File: config.mk
export PLATFORM = sky130hd
export DESIGN_NAME = add_accumulator_flat
export DESIGN_NICKNAME = d
export VERILOG_FILES = /design/src/rtl/add_accumulator_pkg.sv /design/src/rtl/add_accumulator_if.sv /design/src/rtl/add_accumulator_fa.sv /design/src/rtl/add_accumulator.sv /design/src/flat_wrapper.sv
export SDC_FILE = /design/constraint.sdc
export NUM_CORES = 1
export LEC_CHECK = 0
export CORE_ASPECT_RATIO = 1.1
export CORE_MARGIN = 2
export CORE_UTILIZATION = 40
export CTS_BUF_LIST = sky130_fd_sc_hd__clkbuf_8
export DETAILED_ROUTE_END_ITERATION = 8
export DONT_BUFFER_PORTS = 1
export PLACE_DENSITY = 0.54
export SLEW_MARGIN = 20
export SYNTH_ARGS = -nofsm -noshare
export SYNTH_HDL_FRONTEND = slang
export SYNTH_SLANG_ARGS = --single-unit
File: constraint.sdc
create_clock -name clk -period 9.1 [get_ports clk]
set_input_delay 0.91 -clock clk [delete_from_list [all_inputs] [get_ports clk]]
set_output_delay 0.91 -clock clk [all_outputs]
set_load 0.05 [all_outputs]
File: src/rtl/add_accumulator_pkg.sv
// Shared definitions for the add accumulator: FSM state encoding and counter sizing.
package add_accumulator_pkg;

  typedef enum logic [1:0] {
    IDLE  = 2'b00,
    ACCUM = 2'b01,
    DONE  = 2'b10
  } acc_state_t;

  localparam int              CNT_W   = 4;
  localparam logic [CNT_W-1:0] CNT_MAX = '1;

endpackage

File: src/rtl/add_accumulator_if.sv
// Operand/result bus of the add accumulator.
// The master drives operands and takes results; the slave is the accumulator.
interface add_accumulator_if;
  import add_accumulator_pkg::*;

  logic             clear;
  logic             in_valid;
  logic [7:0]       in_data;
  logic             in_last;
  logic             in_ready;
  logic             out_valid;
  logic             out_ready;
  logic [7:0]       out_sum;
  logic [CNT_W-1:0] out_carries;
  logic [CNT_W-1:0] out_ops;
  logic             out_sat;

  modport master (
    output clear, in_valid, in_data, in_last, out_ready,
    input  in_ready, out_valid, out_sum, out_carries, out_ops, out_sat
  );

  modport slave (
    input  clear, in_valid, in_data, in_last, out_ready,
    output in_ready, out_valid, out_sum, out_carries, out_ops, out_sat
  );

endinterface

File: src/rtl/add_accumulator_fa.sv
// 8-bit ripple-carry adder built from a chain of one-bit full adders.
module FA_8Bit (
  input  logic [7:0] a,
  input  logic [7:0] b,
  input  logic       cin,
  output logic [7:0] sum,
  output logic       cout
);

  logic [8:0] c;

  assign c[0] = cin;

  for (genvar i = 0; i < 8; i++) begin : g_bit
    assign sum[i]  = a[i] ^ b[i] ^ c[i];
    assign c[i+1]  = (a[i] & b[i]) | (c[i] & (a[i] ^ b[i]));
  end

  assign cout = c[8];

endmodule

File: src/rtl/add_accumulator.sv
// Accumulates a stream of 8-bit operands into a wrapping sum, counting carry-outs
// and operands, and hands the result over with a valid/ready handshake.
module add_accumulator
  import add_accumulator_pkg::*;
#(
  parameter int MAX_OPS = 15
) (
  input logic                clk,
  input logic                rst,
  add_accumulator_if.slave   bus
);

  localparam logic [CNT_W-1:0] MAX_OPS_C = CNT_W'(MAX_OPS);

  acc_state_t       state, state_nxt;
  logic [7:0]       acc, acc_nxt;
  logic [CNT_W-1:0] carries, carries_nxt;
  logic [CNT_W-1:0] ops, ops_nxt;
  logic             sat, sat_nxt;

  logic [7:0]       add_sum;
  logic             add_cout;

  // The running total always feeds the adder; its result is used only on an accept in ACCUM.
  FA_8Bit u_adder (
    .a    (acc),
    .b    (bus.in_data),
    .cin  (1'b0),
    .sum  (add_sum),
    .cout (add_cout)
  );

  // State and datapath registers; reset discards any partial or pending result.
  always_ff @(posedge clk or posedge rst) begin
    if (rst) begin
      state   <= IDLE;
      acc     <= '0;
      carries <= '0;
      ops     <= '0;
      sat     <= 1'b0;
    end else begin
      state   <= state_nxt;
      acc     <= acc_nxt;
      carries <= carries_nxt;
      ops     <= ops_nxt;
      sat     <= sat_nxt;
    end
  end

  // Next-state and datapath update; clear beats both operand accept and result handoff.
  always_comb begin
    state_nxt   = state;
    acc_nxt     = acc;
    carries_nxt = carries;
    ops_nxt     = ops;
    sat_nxt     = sat;

    if (bus.clear) begin
      state_nxt   = IDLE;
      acc_nxt     = '0;
      carries_nxt = '0;
      ops_nxt     = '0;
      sat_nxt     = 1'b0;
    end else begin
      unique case (state)
        IDLE: begin
          if (bus.in_valid) begin
            acc_nxt     = bus.in_data;
            carries_nxt = '0;
            ops_nxt     = CNT_W'(1);
            sat_nxt     = 1'b0;
            state_nxt   = (bus.in_last || MAX_OPS == 1) ? DONE : ACCUM;
          end
        end
        ACCUM: begin
          if (bus.in_valid) begin
            acc_nxt     = add_sum;
            carries_nxt = (carries == CNT_MAX) ? CNT_MAX : carries + CNT_W'(add_cout);
            sat_nxt     = sat | (add_cout & (carries == CNT_MAX));
            ops_nxt     = ops + CNT_W'(1);
            state_nxt   = (bus.in_last || ops_nxt == MAX_OPS_C) ? DONE : ACCUM;
          end
        end
        DONE: begin
          if (bus.out_ready) begin
            state_nxt = IDLE;
          end
        end
        default: begin
          state_nxt = IDLE;
        end
      endcase
    end
  end

  assign bus.in_ready    = (state != DONE);
  assign bus.out_valid   = (state == DONE);
  assign bus.out_sum     = acc;
  assign bus.out_carries = carries;
  assign bus.out_ops     = ops;
  assign bus.out_sat     = sat;

endmodule
File: src/flat_wrapper.sv
// flat-port wrapper written by rule: the top's interface ports become plain ports
module add_accumulator_flat import add_accumulator_pkg::*;
#(
  parameter int MAX_OPS = 15
)
  (clk, rst, bus_clear, bus_in_valid, bus_in_data, bus_in_last, bus_out_ready, bus_in_ready, bus_out_valid, bus_out_sum, bus_out_carries, bus_out_ops, bus_out_sat);
  add_accumulator_if bus_i ();
  input logic clk;
  input logic rst;
  input wire logic [$bits(bus_i.clear)-1:0] bus_clear;
  input wire logic [$bits(bus_i.in_valid)-1:0] bus_in_valid;
  input wire logic [$bits(bus_i.in_data)-1:0] bus_in_data;
  input wire logic [$bits(bus_i.in_last)-1:0] bus_in_last;
  input wire logic [$bits(bus_i.out_ready)-1:0] bus_out_ready;
  output wire logic [$bits(bus_i.in_ready)-1:0] bus_in_ready;
  output wire logic [$bits(bus_i.out_valid)-1:0] bus_out_valid;
  output wire logic [$bits(bus_i.out_sum)-1:0] bus_out_sum;
  output wire logic [$bits(bus_i.out_carries)-1:0] bus_out_carries;
  output wire logic [$bits(bus_i.out_ops)-1:0] bus_out_ops;
  output wire logic [$bits(bus_i.out_sat)-1:0] bus_out_sat;
  assign bus_i.clear = bus_clear;
  assign bus_i.in_valid = bus_in_valid;
  assign bus_i.in_data = bus_in_data;
  assign bus_i.in_last = bus_in_last;
  assign bus_i.out_ready = bus_out_ready;
  assign bus_in_ready = bus_i.in_ready;
  assign bus_out_valid = bus_i.out_valid;
  assign bus_out_sum = bus_i.out_sum;
  assign bus_out_carries = bus_i.out_carries;
  assign bus_out_ops = bus_i.out_ops;
  assign bus_out_sat = bus_i.out_sat;
  add_accumulator #(.MAX_OPS(MAX_OPS)) u_core (.clk(clk), .rst(rst), .bus(bus_i));
endmodule
## Word-level counts from Yosys, hierarchy flattened

Cells that the tools add are included.

| word-level totals | value |
|---|---|
| register bits | 19 |
| output and inout port bits | 19 |

| cells by class | value |
|---|---|
| add/subtract/negate cells | 2 |
| equality and inequality tests | 8 |
| muxes and demuxes | 24 |
| bitwise operators | 39 |
| reduce and logical (&&, ||, !) cells | 5 |

Operators with widths:

| operator | count |
|---|---|
| $mux W4 | 7 |
| $mux W8 | 3 |
| $and A1 B1 Y1 | 16 |
| $pmux W4 S2 | 2 |
| $pmux W8 S2 | 1 |
| $xor A1 B1 Y1 | 15 |
| $mux W2 | 6 |
| $ne A3 B3 Y1 const B | 3 |
| $eq A4 B4 Y1 const B | 2 |
| $or A1 B1 Y1 | 8 |
| $pmux W2 S3 | 1 |
| $reduce_and A3 Y1 | 2 |
| $add A4 B1 Y4 | 1 |
| $add A4 B1 Y4 const B | 1 |
| $mux W1 | 3 |
| $reduce_bool A3 Y1 | 1 |
| $eq A2 B1 Y1 const B | 1 |
| $eq A2 B2 Y1 const B | 1 |
| $logic_not A2 Y1 | 1 |
| $ne A2 B2 Y1 const B | 1 |
| $pmux W1 S2 | 1 |
| $logic_or A1 B1 Y1 | 1 |

## Depth between registers and ports, before layout

| depth | value |
|---|---|
| depth after elaboration | 20 |
| depth in mapped cells | 15 |

## Modules after synthesis

Synthesis repeated with hierarchy kept, for this count alone.

| second synthesis, totals | value |
|---|---|
| cells, all modules | 124 |
| area total of the unflattened synthesis | 1262.5 um2 |

Modules (own cells, without submodules):

| module | instances | cells each | area each (um2) | sequential area each (um2) |
|---|---|---|---|---|
| add_accumulator | 1 | 106 | 1064.8 | 475.5 |
| FA_8Bit | 1 | 18 | 197.7 | 0.0 |

## Worst setup path before layout

OpenSTA, ideal clock, no wires.

| timing | value |
|---|---|
| kind | input to register |
| from | input bus_in_data[0] |
| to | register u_core.carries[1] (netlist: u_core.bus.out_carries[1]) |
| library setup time | 0.123 ns |
| data arrival time | 4.174 ns |
| required time | 8.977 ns |
| path slack | 4.803 ns |
| cell stages on the path | 14 |
| buffers on the path | 0 |
| path through | ha_1 > fa_1 > fa_1 > fa_1 > fa_1 > fa_1 > fa_1 > inv_1 > fa_1 > inv_1 > ha_1 > ha_1 > nor2_1 > o21ai_1 |

| on the way | value |
|---|---|
| longest elaborated chain between the ends | 20 |

Ends and longest elaborated chain:

| what | RTL line | RTL |
|---|---|---|
| from (decl) | flat_wrapper.sv:12 | `input wire logic [$bits(bus_i.in_data)-1:0] bus_in_data;` |
| $and A1 B1 Y1 (2 in series) | add_accumulator_fa.sv:16 | `assign c[i+1] = (a[i] & b[i]) \| (c[i] & (a[i] ^ b[i]));` |
| $or A1 B1 Y1 | add_accumulator_fa.sv:16 |  |
| $and A1 B1 Y1 | add_accumulator_fa.sv:16 |  |
| $or A1 B1 Y1 | add_accumulator_fa.sv:16 |  |
| $and A1 B1 Y1 | add_accumulator_fa.sv:16 |  |
| $or A1 B1 Y1 | add_accumulator_fa.sv:16 |  |
| $and A1 B1 Y1 | add_accumulator_fa.sv:16 |  |
| $or A1 B1 Y1 | add_accumulator_fa.sv:16 |  |
| (+3 left out) | - |  |
| $or A1 B1 Y1 | add_accumulator_fa.sv:16 |  |
| $and A1 B1 Y1 | add_accumulator_fa.sv:16 |  |
| $or A1 B1 Y1 | add_accumulator_fa.sv:16 |  |
| $add A4 B1 Y4 | add_accumulator.sv:78 | `carries_nxt = (carries == CNT_MAX) ? CNT_MAX : carries + CNT_W'(add_cout);` |
| $mux W4 | add_accumulator.sv:78 |  |
| $mux W4 | add_accumulator.sv:76 | `if (bus.in_valid) begin` |
| $pmux W4 S2 | add_accumulator.sv:65 | `unique case (state)` |
| $mux W4 | add_accumulator.sv:58 | `if (bus.clear) begin` |
| to (signal assigned) | add_accumulator.sv:44 | `carries <= carries_nxt;` |
| to (decl) | add_accumulator.sv:17 | `logic [CNT_W-1:0] carries, carries_nxt;` |

No other way between the ends. The select of a mux whose other input is x is not followed.
A chain may end at the register's enable or synchronous reset.

## Worst setup path in the final report

| timing | value |
|---|---|
| from | register u_core.acc[0] (netlist: u_core.bus.out_sum[0]) |
| to | register u_core.carries[2] (netlist: u_core.bus.out_carries[2]) |

| on the way | value |
|---|---|
| longest elaborated chain between the ends | 20 |

Ends and longest elaborated chain:

| what | RTL line | RTL |
|---|---|---|
| from (decl) | add_accumulator.sv:16 | `logic [7:0] acc, acc_nxt;` |
| from (signal assigned) | add_accumulator.sv:43 | `acc <= acc_nxt;` |
| $and A1 B1 Y1 (2 in series) | add_accumulator_fa.sv:16 |  |
| $or A1 B1 Y1 | add_accumulator_fa.sv:16 |  |
| $and A1 B1 Y1 | add_accumulator_fa.sv:16 |  |
| $or A1 B1 Y1 | add_accumulator_fa.sv:16 |  |
| $and A1 B1 Y1 | add_accumulator_fa.sv:16 |  |
| $or A1 B1 Y1 | add_accumulator_fa.sv:16 |  |
| $and A1 B1 Y1 | add_accumulator_fa.sv:16 |  |
| $or A1 B1 Y1 | add_accumulator_fa.sv:16 |  |
| (+3 left out) | - |  |
| $or A1 B1 Y1 | add_accumulator_fa.sv:16 |  |
| $and A1 B1 Y1 | add_accumulator_fa.sv:16 |  |
| $or A1 B1 Y1 | add_accumulator_fa.sv:16 |  |
| $add A4 B1 Y4 | add_accumulator.sv:78 |  |
| $mux W4 | add_accumulator.sv:78 |  |
| $mux W4 | add_accumulator.sv:76 |  |
| $pmux W4 S2 | add_accumulator.sv:65 |  |
| $mux W4 | add_accumulator.sv:58 |  |

No other way between the ends. The select of a mux whose other input is x is not followed.

==> reports/results.tsv <==
stage	metric	value	unit
timing	Finish-stage setup viols	0	
routing	per-cell routed wire length	14.73	um
cts	post-CTS setup buffers	0	
critical_path	Critical Path AT	4430	ps
power	Max VDD drop	0.00006489	V
routing	DRC viols	0	
logic_synthesis	Synth cell types	34	
power	Comb pwr share	12.9	%
timing	fin crit period	4259	ps
die	die width	56.60	um
place	DP HPWL	1.753	mm
finish	Area growth syn-to-layout	3.494	%
cts	clock tree from TritonCTS	yes	
routing	DR pass1 iterations	4	
finish	ant diodes	0	
critical_path	R2R Setup Slk	4840	ps
critical_path	worst flop-to-flop path startpoint	u_core.bus.out_sum[0]	
die	die area	3501	um2
cts	CTS Sinks	19	
global_route	initial antenna violation count	0	
logic_synthesis	Synth Net Count	148	
routing	via-per-instance ratio	5.387	
place	gpl congestion	0.7024	
cts	Clock Path Buffers	2	
critical_path	crit path max fanout	3	
routing	antenna viol nets, final	0	
critical_path	startpoint types	flop	
critical_path	start point of the critical path	u_core.bus.out_sum[0]	
finish	Non-Filler Cell Area, Final	1260	um2
logic_synthesis	Syn. warnings	0	
cts	post-cts resize count	0	
routing	total number of vias	835	
routing	final WL	2.283	mm
power	sw power	0.05937	mW
logic_synthesis	Synth Area per Inst	9.979	um2
worst_hold_path	worst hold path type	input pin to asynchronous set/reset pin	
cts	hold_buf cts	0	
cts	CTS Buf Count	3	
power	sw frac	31.69	%
place	placed cell areas	1214	um2
power	Clock Power Share	31.5	%
routing	DR iter-0 viols	31	
logic_synthesis	Cell Area, Synth	1217	um2
cts	worst skew pair latency	250	ps
die	Rows	21	
die	die height	61.86	um
global_route	largest net degree at the start of global routing	20	
die	Initial Util	41.00	%
logic_synthesis	post-synthesis sequential area ratio	39.05	%
critical_path	Critical Path Sink	u_core.bus.out_carries[2]	
critical_path	worst path required time	9270	ps
timing	final-report hold violation count	0	
logic_synthesis	Post-Syn Instances	122	
die	Ports	33	
power	Pint	0.1280	mW
global_route	GRT Util Overall	14.52	%
job	max cap viols	0	
power	P_leak	0.5748	nW
timing	RSZ-0062 raised after global routing	false	
timing	Worst Clk Skew	3.247	ps
power	sequential share of power	55.6	%
timing	worst slew pin tran	954.1	ps
finish	layout cell share with drive strength beyond 1	4.959	%
timing	Max Fclk	0.2348	GHz
timing	Max transition margin	36.26	%
critical_path	cell depth of the worst flop-to-flop path	15	
global_route	Overflow after GRT	0	
power	pwr dens	148.7	nW/um2
global_route	global-route wire length before repair	3.815	mm
critical_path	Critical Path Sink Type	flop	
critical_path	Critical R2R Capture	u_core.bus.out_carries[2]	
timing	fin. max-slew vios	0	
cts	H-Tree Depth	1	
place	# port buffers	0	
critical_path	Crit Path Class	flop to flop	
logic_synthesis	synthesis-stage register bit count	19	
finish	# nets final	148	
timing	period utilization	46.80	%
cts	Root Buffer Master	clkbuf_8	
status	status	completed	
die	core region area	2969	um2
cts	Worst-path clk slew	70	ps
timing	setup TNS	0	ps
global_route	vias in the first global route	807	
-- state kept, by name, indices dropped and copies added (netlist names) --
name / count
u_core.bus.out_carries: 4
u_core.bus.out_sat: 1
u_core.bus.out_ops: 4
u_core.bus.out_sum: 8
u_core.state: 2
-- worst min path at each step --
stage,start,end,slack (ps)
finish,rst,u_core.bus.out_sum[2],660
global route,bus_clear,u_core.bus.out_ops[1],700
CTS,u_core.state[1],u_core.state[1],690
detailed placement,u_core.state[1],u_core.state[1],680
global placement,u_core.state[1],u_core.state[1],670
floorplan,u_core.state[1],u_core.state[1],610
-- area by class of cell --
cell class	count	area, um2
Clock inverter	1	5.005
Clock buffer	3	41.29
Tap cell	34	42.54
Fill cell	294	1709
Inverter	10	37.54
Sequential cell	19	475.5
Multi-Input combinational cell	88	658.1
-- critical path, stage by stage, from the launching register on --
cell and delay [ps]:
dfrtp_1 580, ha_1 310, fa_1 380, fa_1 400, fa_1 400, fa_1 400, fa_1 390, fa_1 360
inv_1 70, fa_1 150, inv_1 50, ha_1 200, ha_1 200, nor2_1 90, o21ai_0 90, o21ai_0 100
-- cells in the final DEF, fill, tap and decap left out, types with 2 or more instances in the layout --
cell type	count
o22a_1	2
nand2_1	14
nand3_1	2
nor3b_1	2
ha_1	5
clkbuf_8	3
dfrtp_1	19
o21ai_0	3
a21oi_1	3
mux2i_1	7
fa_1	7
nor2_1	10
nand2b_1	4
o21ai_1	12
inv_1	10
-- stage by stage --
stage	instances	setup slack [ps]	utilization (%)	total power, mW	hold slack (ps)
4_1_cts	155	4802	42.44	0.1915	694.6
2_1_floorplan	122	4803	-	0.1272	610.5
3_3_place_gp	151	4671	40.88	0.1300	672.4
6_report	155	4841	42.44	0.1873	659.3
5_1_grt	155	4619	42.44	0.1980	696.1
3_5_place_dp	151	4606	40.88	0.1310	677.4
-- layer usage --
layer  GRT usage (%)  wire length (um)
met1           18.00               987
met4           7.143                23
met2           23.59              1134
met3           4.348               137
met5               0                 0
-- power by group through the flow --
stage,registers [mW],logic [mW],clock network (mW)
finish,0.104,0.0241,0.0590
detailed placement,0.106,0.0249,0
CTS,0.104,0.0251,0.0620
floorplan,0.105,0.0226,0
global route,0.105,0.0286,0.0644
global placement,0.106,0.0241,0
-- cells in the mapped netlist --
cell type  number  share of area (%)
mux2i_1         7                5.8
xor2_1          1               0.72
nor3b_1         2                1.2
nor2b_1         1               0.51
a21oi_1         3                1.2
a22o_1          1               0.72
fa_1            7                 12
dfrtp_1        19                 39
buf_6           3                2.8
nand2_1        14                4.3
o21bai_1        1               0.62
o21ai_1        12                4.9
ha_1            5                5.1
nor4_1          1               0.51
nand4bb_1       1               0.92
buf_4           1               0.62
a21oi_2         1               0.72
o31ai_1         1               0.62
nand3_1         2               0.82
nand2b_1        4                2.1
nor2_1         10                3.1
buf_2           1               0.41
o22a_1          2                1.4
a21o_1          1               0.62
inv_1          10                3.1
and4_1          1               0.72
a41oi_1         1               0.72
nand2b_4        1                1.1
and2b_1         1               0.62
and2_1          1               0.51
o21ai_0         3                1.2
o21a_1          1               0.62
or2_1           1               0.51
o22ai_1         1               0.51
-- kinds of logic (layout without fill, tap and decap cells) --
group                    after synthesis  count (layout)  synth area share, %
AND/OR/NAND/NOR                       40              40                16.96
multiplexers                           7               7                5.756
buffers and inverters                 15              14                6.886
AO/OA/AOI/OAI                         28              28                13.98
flip-flops                            19              19                39.05
adder cells (fa/ha/maj)               12              12                16.65
XOR/XNOR                               1               1               0.7196
Power figures use the tool's default switching activity.
